<file path="src/rtl/uart_cmd_responder.sv">
// Device-side command responder: decodes host read/write frames from UART RX bytes,
// runs one register-bus transaction and answers with a single reply byte over UART TX.
module uart_cmd_responder #(
  parameter int TIMEOUT_CYCLES = 65535
) (
  input  logic       clk,
  input  logic       rst,
  input  logic [7:0] rx_data,
  input  logic       rx_valid,
  output logic [7:0] tx_data,
  output logic       tx_en,
  input  logic       tx_busy,
  input  logic       tx_done,
  output logic [7:0] bus_addr,
  output logic [7:0] bus_wdata,
  output logic       bus_we,
  output logic       bus_re,
  input  logic [7:0] bus_rdata,
  input  logic       bus_ack,
  output logic       err
);

  localparam int CNT_W = $clog2(TIMEOUT_CYCLES + 1);
  localparam logic [CNT_W-1:0] CNT_LAST = CNT_W'(TIMEOUT_CYCLES - 1);

  localparam logic [7:0] OP_WRITE  = 8'h57;
  localparam logic [7:0] OP_READ   = 8'h52;
  localparam logic [7:0] REPLY_ACK = 8'h06;
  localparam logic [7:0] REPLY_NAK = 8'h15;

  typedef enum logic [2:0] {
    ST_IDLE,
    ST_GET_ADDR,
    ST_GET_DATA,
    ST_BUS_WR,
    ST_BUS_RD,
    ST_SEND,
    ST_WAIT_TX
  } state_e;

  state_e           state_q, state_d;
  logic             wr_q, wr_d;
  logic [CNT_W-1:0] cnt_q, cnt_d;
  logic [7:0]       tx_data_q, tx_data_d;
  logic [7:0]       bus_addr_q, bus_addr_d;
  logic [7:0]       bus_wdata_q, bus_wdata_d;
  logic             err_q, err_d;

  logic timeout;
  logic counting;

  assign timeout  = (cnt_q == CNT_LAST);
  assign counting = (state_q == ST_GET_ADDR) || (state_q == ST_GET_DATA) ||
                    (state_q == ST_BUS_WR)   || (state_q == ST_BUS_RD);

  // State register: everything sequential lives here.
  always_ff @(posedge clk) begin
    if (rst) begin
      state_q     <= ST_IDLE;
      wr_q        <= 1'b0;
      cnt_q       <= '0;
      tx_data_q   <= '0;
      bus_addr_q  <= '0;
      bus_wdata_q <= '0;
      err_q       <= 1'b0;
    end else begin
      // NOTE: non-blocking assignments so every register samples pre-edge values,
      // independent of statement order or of other always_ff blocks.
      state_q     <= state_d;
      wr_q        <= wr_d;
      cnt_q       <= cnt_d;
      tx_data_q   <= tx_data_d;
      bus_addr_q  <= bus_addr_d;
      bus_wdata_q <= bus_wdata_d;
      err_q       <= err_d;
    end
  end

  // Next-state logic. Within GET_* a byte beats the timeout; within BUS_* the ack does.
  always_comb begin
    // NOTE: default first so every path assigns state_d and no latch is inferred.
    state_d = state_q;
    unique case (state_q)
      ST_IDLE: begin
        if (rx_valid) begin
          if ((rx_data == OP_WRITE) || (rx_data == OP_READ)) state_d = ST_GET_ADDR;
          else                                                 state_d = ST_SEND;
        end
      end
      ST_GET_ADDR: begin
        if (rx_valid)     state_d = wr_q ? ST_GET_DATA : ST_BUS_RD;
        else if (timeout) state_d = ST_IDLE;
      end
      ST_GET_DATA: begin
        if (rx_valid)     state_d = ST_BUS_WR;
        else if (timeout) state_d = ST_IDLE;
      end
      ST_BUS_WR, ST_BUS_RD: begin
        if (bus_ack || timeout) state_d = ST_SEND;
      end
      ST_SEND: begin
        if (!tx_busy) state_d = ST_WAIT_TX;
      end
      ST_WAIT_TX: begin
        if (tx_done) state_d = ST_IDLE;
      end
      default: state_d = ST_IDLE;
    endcase
  end

  // Datapath and registered-output next values.
  always_comb begin
    wr_d        = wr_q;
    tx_data_d   = tx_data_q;
    bus_addr_d  = bus_addr_q;
    bus_wdata_d = bus_wdata_q;
    err_d       = 1'b0;

    unique case (state_q)
      ST_IDLE: begin
        if (rx_valid) begin
          wr_d = (rx_data == OP_WRITE);
          if ((rx_data != OP_WRITE) && (rx_data != OP_READ)) begin
            tx_data_d = REPLY_NAK;
            err_d     = 1'b1;
          end
        end
      end
      ST_GET_ADDR: begin
        if (rx_valid)     bus_addr_d = rx_data;
        else if (timeout) err_d = 1'b1;
      end
      ST_GET_DATA: begin
        if (rx_valid)     bus_wdata_d = rx_data;
        else if (timeout) err_d = 1'b1;
      end
      ST_BUS_WR: begin
        if (bus_ack) begin
          tx_data_d = REPLY_ACK;
        end else if (timeout) begin
          tx_data_d = REPLY_NAK;
          err_d     = 1'b1;
        end
      end
      ST_BUS_RD: begin
        if (bus_ack) begin
          tx_data_d = bus_rdata;
        end else if (timeout) begin
          tx_data_d = REPLY_NAK;
          err_d     = 1'b1;
        end
      end
      default: ;
    endcase

    // Every accepted byte changes state, so a state change covers both clear conditions.
    if (state_d != state_q) cnt_d = '0;
    else if (counting)      cnt_d = cnt_q + CNT_W'(1);
    else                    cnt_d = '0;
  end

  // Output logic. Requests follow the state so reset or exit drops them next cycle.
  always_comb begin
    tx_en     = (state_q == ST_SEND) && !tx_busy;
    bus_we    = (state_q == ST_BUS_WR);
    bus_re    = (state_q == ST_BUS_RD);
    tx_data   = tx_data_q;
    bus_addr  = bus_addr_q;
    bus_wdata = bus_wdata_q;
    err       = err_q;
  end

  a_one_request: assert property (@(posedge clk) disable iff (rst) !(bus_we && bus_re));

endmodule

</file>
<file path="config.mk">
export PLATFORM = sky130hd
export DESIGN_NAME = uart_cmd_responder
export DESIGN_NICKNAME = d
export VERILOG_FILES = /design/src/rtl/uart_cmd_responder.sv
export SDC_FILE = /design/constraint.sdc
export NUM_CORES = 1
export LEC_CHECK = 0
export BUFFER_PORTS_ARGS = -buffer_cell sky130_fd_sc_hd__buf_4
export CORE_AREA = 8 8 93 62
export CTS_BUF_LIST = sky130_fd_sc_hd__clkbuf_2 sky130_fd_sc_hd__clkbuf_4 sky130_fd_sc_hd__clkbuf_8
export DETAILED_ROUTE_END_ITERATION = 10
export DIE_AREA = 0 0 101 70
export GPL_ROUTABILITY_DRIVEN = 0
export PLACE_DENSITY = 0.79
export REMOVE_ABC_BUFFERS = 1
export SLEW_MARGIN = 10
export SYNTH_ARGS = -nofsm -noshare
export SYNTH_HDL_FRONTEND = slang
export SYNTH_SLANG_ARGS = --single-unit
</file>
<file path="constraint.sdc">
create_clock -name clk -period 2.4 [get_ports clk]
set_input_delay 0.36 -clock clk [delete_from_list [all_inputs] [get_ports clk]]
set_output_delay 0.36 -clock clk [all_outputs]
set_load 0.02 [all_outputs]
</file>
### After elaboration in Yosys (flattened, before gate mapping)

Cells that the tools add are included.

| storage, ports and cells | value |
|---|---|
| register bits after elaboration | 45 |
| latch bits | 0 |
| bits in writable memories | 0 |
| ROM bits | 0 |
| input port bits | 22 |
| output and inout bits | 28 |
| memories | 0 |

| cells by class | value |
|---|---|
| $add $sub $neg | 1 |
| multipliers | 0 |
| divide/modulo/power cells | 0 |
| $lt $le $gt $ge | 0 |
| eq/ne operators | 14 |
| shifts and indexed selects | 0 |
| muxes and demuxes | 22 |
| bitwise gates (word level) | 1 |
| reductions and logical operators | 17 |

Operator list:

| kind | number |
|---|---|
| $mux W8 | 5 |
| $mux W3 | 9 |
| $pmux W8 S3 | 1 |
| $pmux W3 S6 | 1 |
| $add A16 B1 Y16 const B | 1 |
| $eq A16 B16 Y1 const B | 1 |
| $eq A8 B7 Y1 const B | 2 |
| $ne A8 B7 Y1 const B | 2 |
| $eq A3 B3 Y1 const B | 3 |
| $eq A3 B2 Y1 const B | 2 |
| $reduce_and A2 Y1 | 3 |
| $logic_or A1 B1 Y1 | 5 |
| $mux W1 | 5 |
| $ne A2 B2 Y1 const B | 2 |
| $reduce_or A2 Y1 | 2 |
| $eq A3 B1 Y1 const B | 1 |
| $logic_not A3 Y1 | 1 |
| $ne A3 B3 Y1 | 1 |
| $pmux W1 S3 | 1 |
| $reduce_and A3 Y1 | 1 |
| $reduce_bool A3 Y1 | 1 |
| $reduce_or A3 Y1 | 1 |
| $logic_and A1 B1 Y1 | 2 |
| $logic_not A1 Y1 | 1 |
| $not A1 Y1 | 1 |

### Depth between registers and ports, before layout

Gate-level depths: netlist (run 1).

| depth | value |
|---|---|
| word-level depth | 7 |
| gate-level depth with buffers | 9 |
| depth with buffers taken out | 7 |

### Worst setup path after synthesis (run 1)

No wires, ideal clock.

| timing path | value |
|---|---|
| path type | reg2reg |
| start point | reg cnt_q[0] |
| end point | reg cnt_q[15] |
| setup time | 88 ps |
| data arrival time | 1682 ps |
| data required time | 2312 ps |
| setup slack | 631 ps |
| cell stages (with the launch flop) | 10 |
| path buffers | 2 |
| clock period less this slack | 1769 ps |
| cells stage by stage | dfxtp_1 > inv_1 > ha_1 > and3_1 > and4_4 > buf_6 > o21ai_4 > nand3_4 > buf_6 > nor4_4 |

| between the ends | value |
|---|---|
| longest elaborated chain between the ends | 6 |
| elaborated cells on any way between the ends | 10 |
| classes of those cells | add/sub: 1; eq/ne: 2; mux: 5; reduce/logical: 2 |

RTL lines:

| item | RTL line | source |
|---|---|---|
| from (decl) | 43 | `logic [CNT_W-1:0] cnt_q, cnt_d;` |
| from (signal assigned) | 71 | `cnt_q <= cnt_d;` |
| $eq A16 B16 Y1 | 52 | `assign timeout = (cnt_q == CNT_LAST);` |
| $mux W3 or $logic_or A1 B1 Y1 (tied branches) | 92, 96, 99 |  |
| $mux W3 (on tied branches) | 95, 91, 99 |  |
| $pmux W3 S6 | 83 | `unique case (state_q)` |
| $ne A3 B3 Y1 | 157 | `if (state_d != state_q) cnt_d = '0;` |
| $reduce_or A3 Y1 (no line) | n/a |  |

Several ways; a longest one is shown, not always the timed one.
A chain may end at the register's enable or synchronous reset.

### Worst setup path after layout (run 1)

| timing path | value |
|---|---|
| start point | reg state_q[0] |
| end point | out bus_we |

| between the ends | value |
|---|---|
| longest elaborated chain between the ends | 1 |

RTL lines:

| item | RTL line | source |
|---|---|---|
| from (decl) | 41 | `state_e state_q, state_d;` |
| from (signal assigned) | 69 | `state_q <= state_d;` |
| $eq A3 B2 Y1 | 165 | `bus_we = (state_q == ST_BUS_WR);` |
| to (decl) | 16 | `output logic bus_we,` |

Every way passes these cells.

==> results.py, run 1 <==
metrics = {
    "critical_path": {
        "crit_required_ps": 2040,
        "start_kind": "register",
        "crit_type": "register to output pin",
        "crit_path_max_fanout": 17,
        "endpoint_kind": "output pin",
        "r2r_start": "state_q[0]",
        "r2r_cells": 6,
        "r2r_end": "cnt_q[4]",
        "arrival_ps": 1770,
        "r2r_slack_ps": 380,
    },
    "cts": {
        "cts.htree.levels": 2,
        "cts_tree": "done",
        "clock_latency_ps": 290,
        "cts.clk_slew.worst_paths_ps": 80,
        "hold_buffers": 0,
        "cts_made_buffers": 5,
        "cts-root-buf": "clkbuf_8",
        "cts.sinks": 45,
        "clk_path_buf_depth": 2,
        "post_cts_resized": 0,
        "post_cts_buffers": 0,
    },
    "power_and_ir_drop": {
        "total_leakage_power_nw": 1.02,
        "power_density_nw_per_um2": 621,
        "p_total_w": 0.00174,
        "irDropWorstVdd_uv": 290,
    },
    "synth": {
        "syn_inst": 255,
        "synth-seq-area-share_pct": 39.0,
        "synth.distinct_cells": 54,
        "ys_ff_latch": 45,
        "synth_edf_count": 0,
        "synthArstFlopShare_pct": 0,
        "synth.largest_area_cell": "dfxtp_1",
        "ys_warn_count": 0,
        "synth_ff_type": "dfxtp_1",
        "synth.most_common_cell": "dfxtp_1",
        "syn_area_per_cell_um2": 9.05,
        "synth_area_leaders": "dfxtp_1 39%, nand2_1 4.9%, nor4_2 4.9%",
        "synth_top_area_share_pct": 39.0,
        "syn_area_um2": 2310,
        "synth.top_cells.by_count": "45 x dfxtp_1, 30 x nand2_1, 20 x nor2_1, 15 x a21oi_1, 10 x xor2_1",
    },
    "detailed_routing": {
        "topRoutingLayerUsed": "met4",
        "num_vias": 1980,
        "post-route-drc-count": 0,
        "dr.pass1.iters": 4,
        "drtIter0Drc": 142,
        "route.met2.wl_um": 2260,
        "ant_nets": 0,
        "wl_met3_um": 488,
        "via_per_inst": 5.42,
        "wl_per_cell_um": 15.3,
        "wl_um": 5570,
        "routedLengthMet1_um": 2790,
    },
    "place": {
        "post-place-ws_ps": 410,
        "placed_cell_area_um2": 2700,
        "hpwlAfterDp_um": 4130,
        "portBuffers": 49,
    },
    "timing": {
        "setup_viol": 0,
        "finalClockSkew_ps": 3.62,
        "rsz0062_at_grt": "no",
        "final.setup.tns_ps": 0,
        "tightest_slew_ps": 554,
        "setup_slack_ps": 267,
        "post-route-min-period_ps": 2130,
        "max_freq_ghz": 0.469,
        "relSlewSlack_pct": 63.0,
        "hold_viol": 0,
        "fin_crit_sh_pct": 88.9,
        "final_max_slew_viol_count": 0,
    },
    "final_layout": {
        "drive_gt1_share_pct": 28.1,
        "seq_area_um2": 901,
        "fillers": 386,
        "final_area_um2": 2800,
        "nets": 325,
        "area_growth_pct": 21.2,
        "diodes": 0,
        "multi_input_area_um2": 1280,
    },
    "worst_hold_path": {
        "hold_depth": 2,
        "hp-start": "bus_rdata[3]",
        "hold_path.class": "input port to register",
        "min_to": "tx_data[3]",
    },
    "die": {
        "core_area_um2": 4370,
        "die_h_um": 70,
        "die_x_um": 101,
        "initial_utilization_pct": 52.8,
        "design.portCount": 50,
        "fp-row-count": 19,
        "die_area_um2": 7070,
    },
    "grt": {
        "grt_pass1_vias": 1802,
        "antenna_found_initial": 0,
        "globalRouteTotalUtil_pct": 15.5,
        "grt_max_degree": 30,
        "grt_pass1_wl_um": 8980,
        "overflow": 0,
    },
    "flow_run": {
        "drv_cap": 0,
    },
    "run_status": {
        "status": "finished clean",
    },
}
## flip-flops by register name, indices dropped and copies added (netlist names)
| register | cells |
|---|---|
| bus_addr | 8 |
| bus_wdata | 8 |
| cnt_q | 16 |
| err | 1 |
| state_q | 3 |
| tx_data | 8 |
| wr_q | 1 |
## logic make-up after synthesis
logic type,synth area share (%)
simple gates,30.9
compound gates,14.2
flops,39.0
buf+inv,5.58
xor+xnor,5.69
mux,3.47
fa+ha+maj,1.08
## worst max-delay path, stage by stage, from the launching register on
cell and delay (ps):
dfxtp_1 680, and3b_1 430, buf_4 220, buf_4 150
## placed cells by master, fill, tap and decap left out, types with 2 or more instances in the layout
cell type / instances
nand2b_1: 5
and4_1: 4
nand2_1: 30
nor2b_1: 4
inv_1: 9
dfxtp_1: 45
nor4_1: 6
nand4_1: 5
mux2i_1: 8
nor3_1: 7
o21ai_0: 9
xnor2_1: 5
nor4_2: 9
a22o_1: 5
a21oi_1: 15
buf_4: 54
nand3_1: 6
xor2_1: 10
clkbuf_8: 7
a211oi_1: 3
and2b_1: 2
and3_1: 2
nor2_1: 20
a32oi_1: 2
ha_1: 2
## power breakdown
group | internal [W] | total, W | switching (W)
Combinational | 0.000166 | 0.000402 | 0.000236
Clock | 0.000260 | 0.000508 | 0.000247
Sequential | 0.000787 | 0.000830 | 0.0000424
## through the flow
stage                     hold WS (ps)  utilization (%)  std cells
after floorplan                    429                -        240
after global placement             443             61.7        357
after detailed placement           448             61.7        357
after CTS                          280             64.0        365
after global routing               269             64.0        365
final                              284             64.0        365
## layout make-up
| class | instances | area share (%) |
|---|---|---|
| clock buffers | 7 | 3.44 |
| clock inverters | 1 | 0.179 |
| repair buffers | 54 | 14.5 |
| flip-flops and latches | 45 | 32.2 |
| well taps | 63 | 2.82 |
| inverters | 9 | 1.21 |
| multi-input cells | 186 | 45.7 |
## metal layers
layer | vias up | track usage (%)
li1 | 994 | -
met1 | 923 | 22.5
met2 | 61 | 20.4
met3 | 2 | 5.93
met4 | 0 | 3.94
met5 | - | 0
## worst max-delay path by stage
stage	startpoint	to	slack [ps]	cells after the start
2_1_floorplan	cnt_q[2]	cnt_q[2]	430	5
3_3_place_gp	state_q[1]	cnt_q[15]	520	5
3_5_place_dp	cnt_q[0]	cnt_q[10]	410	8
4_1_cts	state_q[0]	bus_we	290	3
5_1_grt	state_q[0]	cnt_q[2]	170	6
6_report	state_q[0]	bus_we	270	3
No activity file was read; power rests on OpenSTA's default activity.
==> inputs of run 2 (changes only) <==
- CORE_AREA: 8 8 93 62 -> 2 2 88 56
- CTS_BUF_LIST: sky130_fd_sc_hd__clkbuf_2 sky130_fd_sc_hd__clkbuf_4 sky130_fd_sc_hd__clkbuf_8 -> unset
- DIE_AREA: 0 0 101 70 -> 0 0 90 58
==> run 2 against run 1 <==
Against the previous run: clock-buffer cell count is the same; critical path depth is the same; first-iteration DRC count shrank 30%; clock power grew 15%; power grew 4.0%; register-to-register slack gained 30 ps.
==> results.py, run 2 (synthesized netlist as in run 1, its figures left out) <==
metrics = {
    "die": {
        "die_x_um": 90,
        "die_h_um": 58,
        "core_area_um2": 4420,
        "fp-row-count": 19,
        "initial_utilization_pct": 52.2,
        "design.portCount": 50,
        "die_area_um2": 5220,
    },
    "timing": {
        "final.setup.tns_ps": 0,
        "rsz0062_at_grt": "no",
        "relSlewSlack_pct": 63.8,
        "max_freq_ghz": 0.475,
        "setup_viol": 0,
        "tightest_slew_ps": 542,
        "final_max_slew_viol_count": 0,
        "finalClockSkew_ps": 6.43,
        "fin_crit_sh_pct": 87.7,
        "hold_viol": 0,
        "post-route-min-period_ps": 2100,
        "setup_slack_ps": 295,
    },
    "power_and_ir_drop": {
        "power_density_nw_per_um2": 643,
        "irDropWorstVdd_uv": 458,
        "total_leakage_power_nw": 1.03,
    },
    "place": {
        "placed_cell_area_um2": 2700,
        "dpl.cell_count": 357,
        "hpwlAfterDp_um": 3830,
        "portBuffers": 49,
        "post-place-ws_ps": 456,
    },
    "detailed_routing": {
        "wl_per_cell_um": 14.3,
        "post-route-drc-count": 0,
        "ant_nets": 0,
        "drtIter0Drc": 99,
        "via_per_inst": 5.47,
        "wl_um": 5210,
        "dr.pass1.iters": 5,
        "num_vias": 1996,
    },
    "critical_path": {
        "endpoint_kind": "output pin",
        "crit_type": "register to output pin",
        "arrival_ps": 1740,
        "start_kind": "register",
        "crit_path_max_fanout": 16,
        "r2r_slack_ps": 410,
        "crit_required_ps": 2040,
    },
    "cts": {
        "post_cts_resized": 0,
        "cts.clk_slew.worst_paths_ps": 80,
        "post_cts_buffers": 0,
        "clock_latency_ps": 300,
        "cts.htree.levels": 2,
        "cts_made_buffers": 5,
        "hold_buffers": 0,
        "cts-root-buf": "clkbuf_8",
        "clk_path_buf_depth": 2,
        "cts_tree": "done",
        "cts.sinks": 45,
    },
    "worst_hold_path": {
        "hold_path.class": "input port to register",
    },
    "grt": {
        "grt_pass1_vias": 1855,
        "antenna_found_initial": 0,
        "grt_pass1_wl_um": 9070,
        "overflow": 0,
        "grt_max_degree": 30,
        "globalRouteTotalUtil_pct": 21.4,
    },
    "final_layout": {
        "final_area_um2": 2810,
        "layoutNonFillerInstCount": 365,
        "nets": 325,
        "final_common_cell": "buf_4",
        "largest-register": "cnt_q",
        "diodes": 0,
        "final_util_pct": 63.6,
        "largest_reg_flops": 16,
        "area_growth_pct": 21.9,
        "drive_gt1_share_pct": 27.8,
        "mostFrequentLayoutCells": "54 x buf_4, 45 x dfxtp_1, 30 x nand2_1, 20 x nor2_1, 15 x a21oi_1",
    },
    "run_status": {
        "status": "finished clean",
    },
    "flow_run": {
        "drv_cap": 0,
    },
}
## run 2: worst max-delay path, stage by stage (launching register included)
cell	delay (ps)
dfxtp_1	670
and3b_1	410
buf_4	220
buf_4	150
## run 2: through the flow
step	hold WS, ps	total power (W)
2_1_floorplan	429	0.00108
3_3_place_gp	443	0.00123
3_5_place_dp	449	0.00124
4_1_cts	277	0.00183
5_1_grt	269	0.00191
6_report	276	0.00181
## run 2: path summary, 6_finish.rpt
check	startpoint	endpoint	cells after the start
max	state_q[1]	bus_we	3
min	bus_rdata[7]	tx_data[7]	2
min reg2reg	bus_addr[2]	bus_addr[2]	2
max reg2reg	state_q[0]	cnt_q[4]	6
## run 2: metal layers
| metal | GRT usage (%) | share of wire (%) | routed length, um |
|---|---|---|---|
| met3 | 5.33 | 6.9 | 360 |
| met2 | 30.0 | 40 | 2080 |
| met5 | 0 | 0 | 0 |
| met4 | 5.71 | 0.69 | 36 |
| met1 | 32.6 | 52 | 2730 |
## run 2: where the power goes
| group | switching [W] | total (W) | internal, W |
|---|---|---|---|
| logic | 0.000232 | 0.000398 | 0.000166 |
| clock network | 0.000243 | 0.000583 | 0.000339 |
| registers | 0.0000413 | 0.000829 | 0.000787 |
| total | 0.000517 | 0.00181 | 0.00129 |
## run 2: area by class of cell
cell class / count / area [um2]
sequential: 45 / 901
tap: 63 / 78.8
inverter: 9 / 33.8
fill: 388 / 1610
timing repair buffer: 54 / 405
clock inverter: 1 / 30.0
multi-input combinational: 186 / 1280
clock buffer: 7 / 86.3
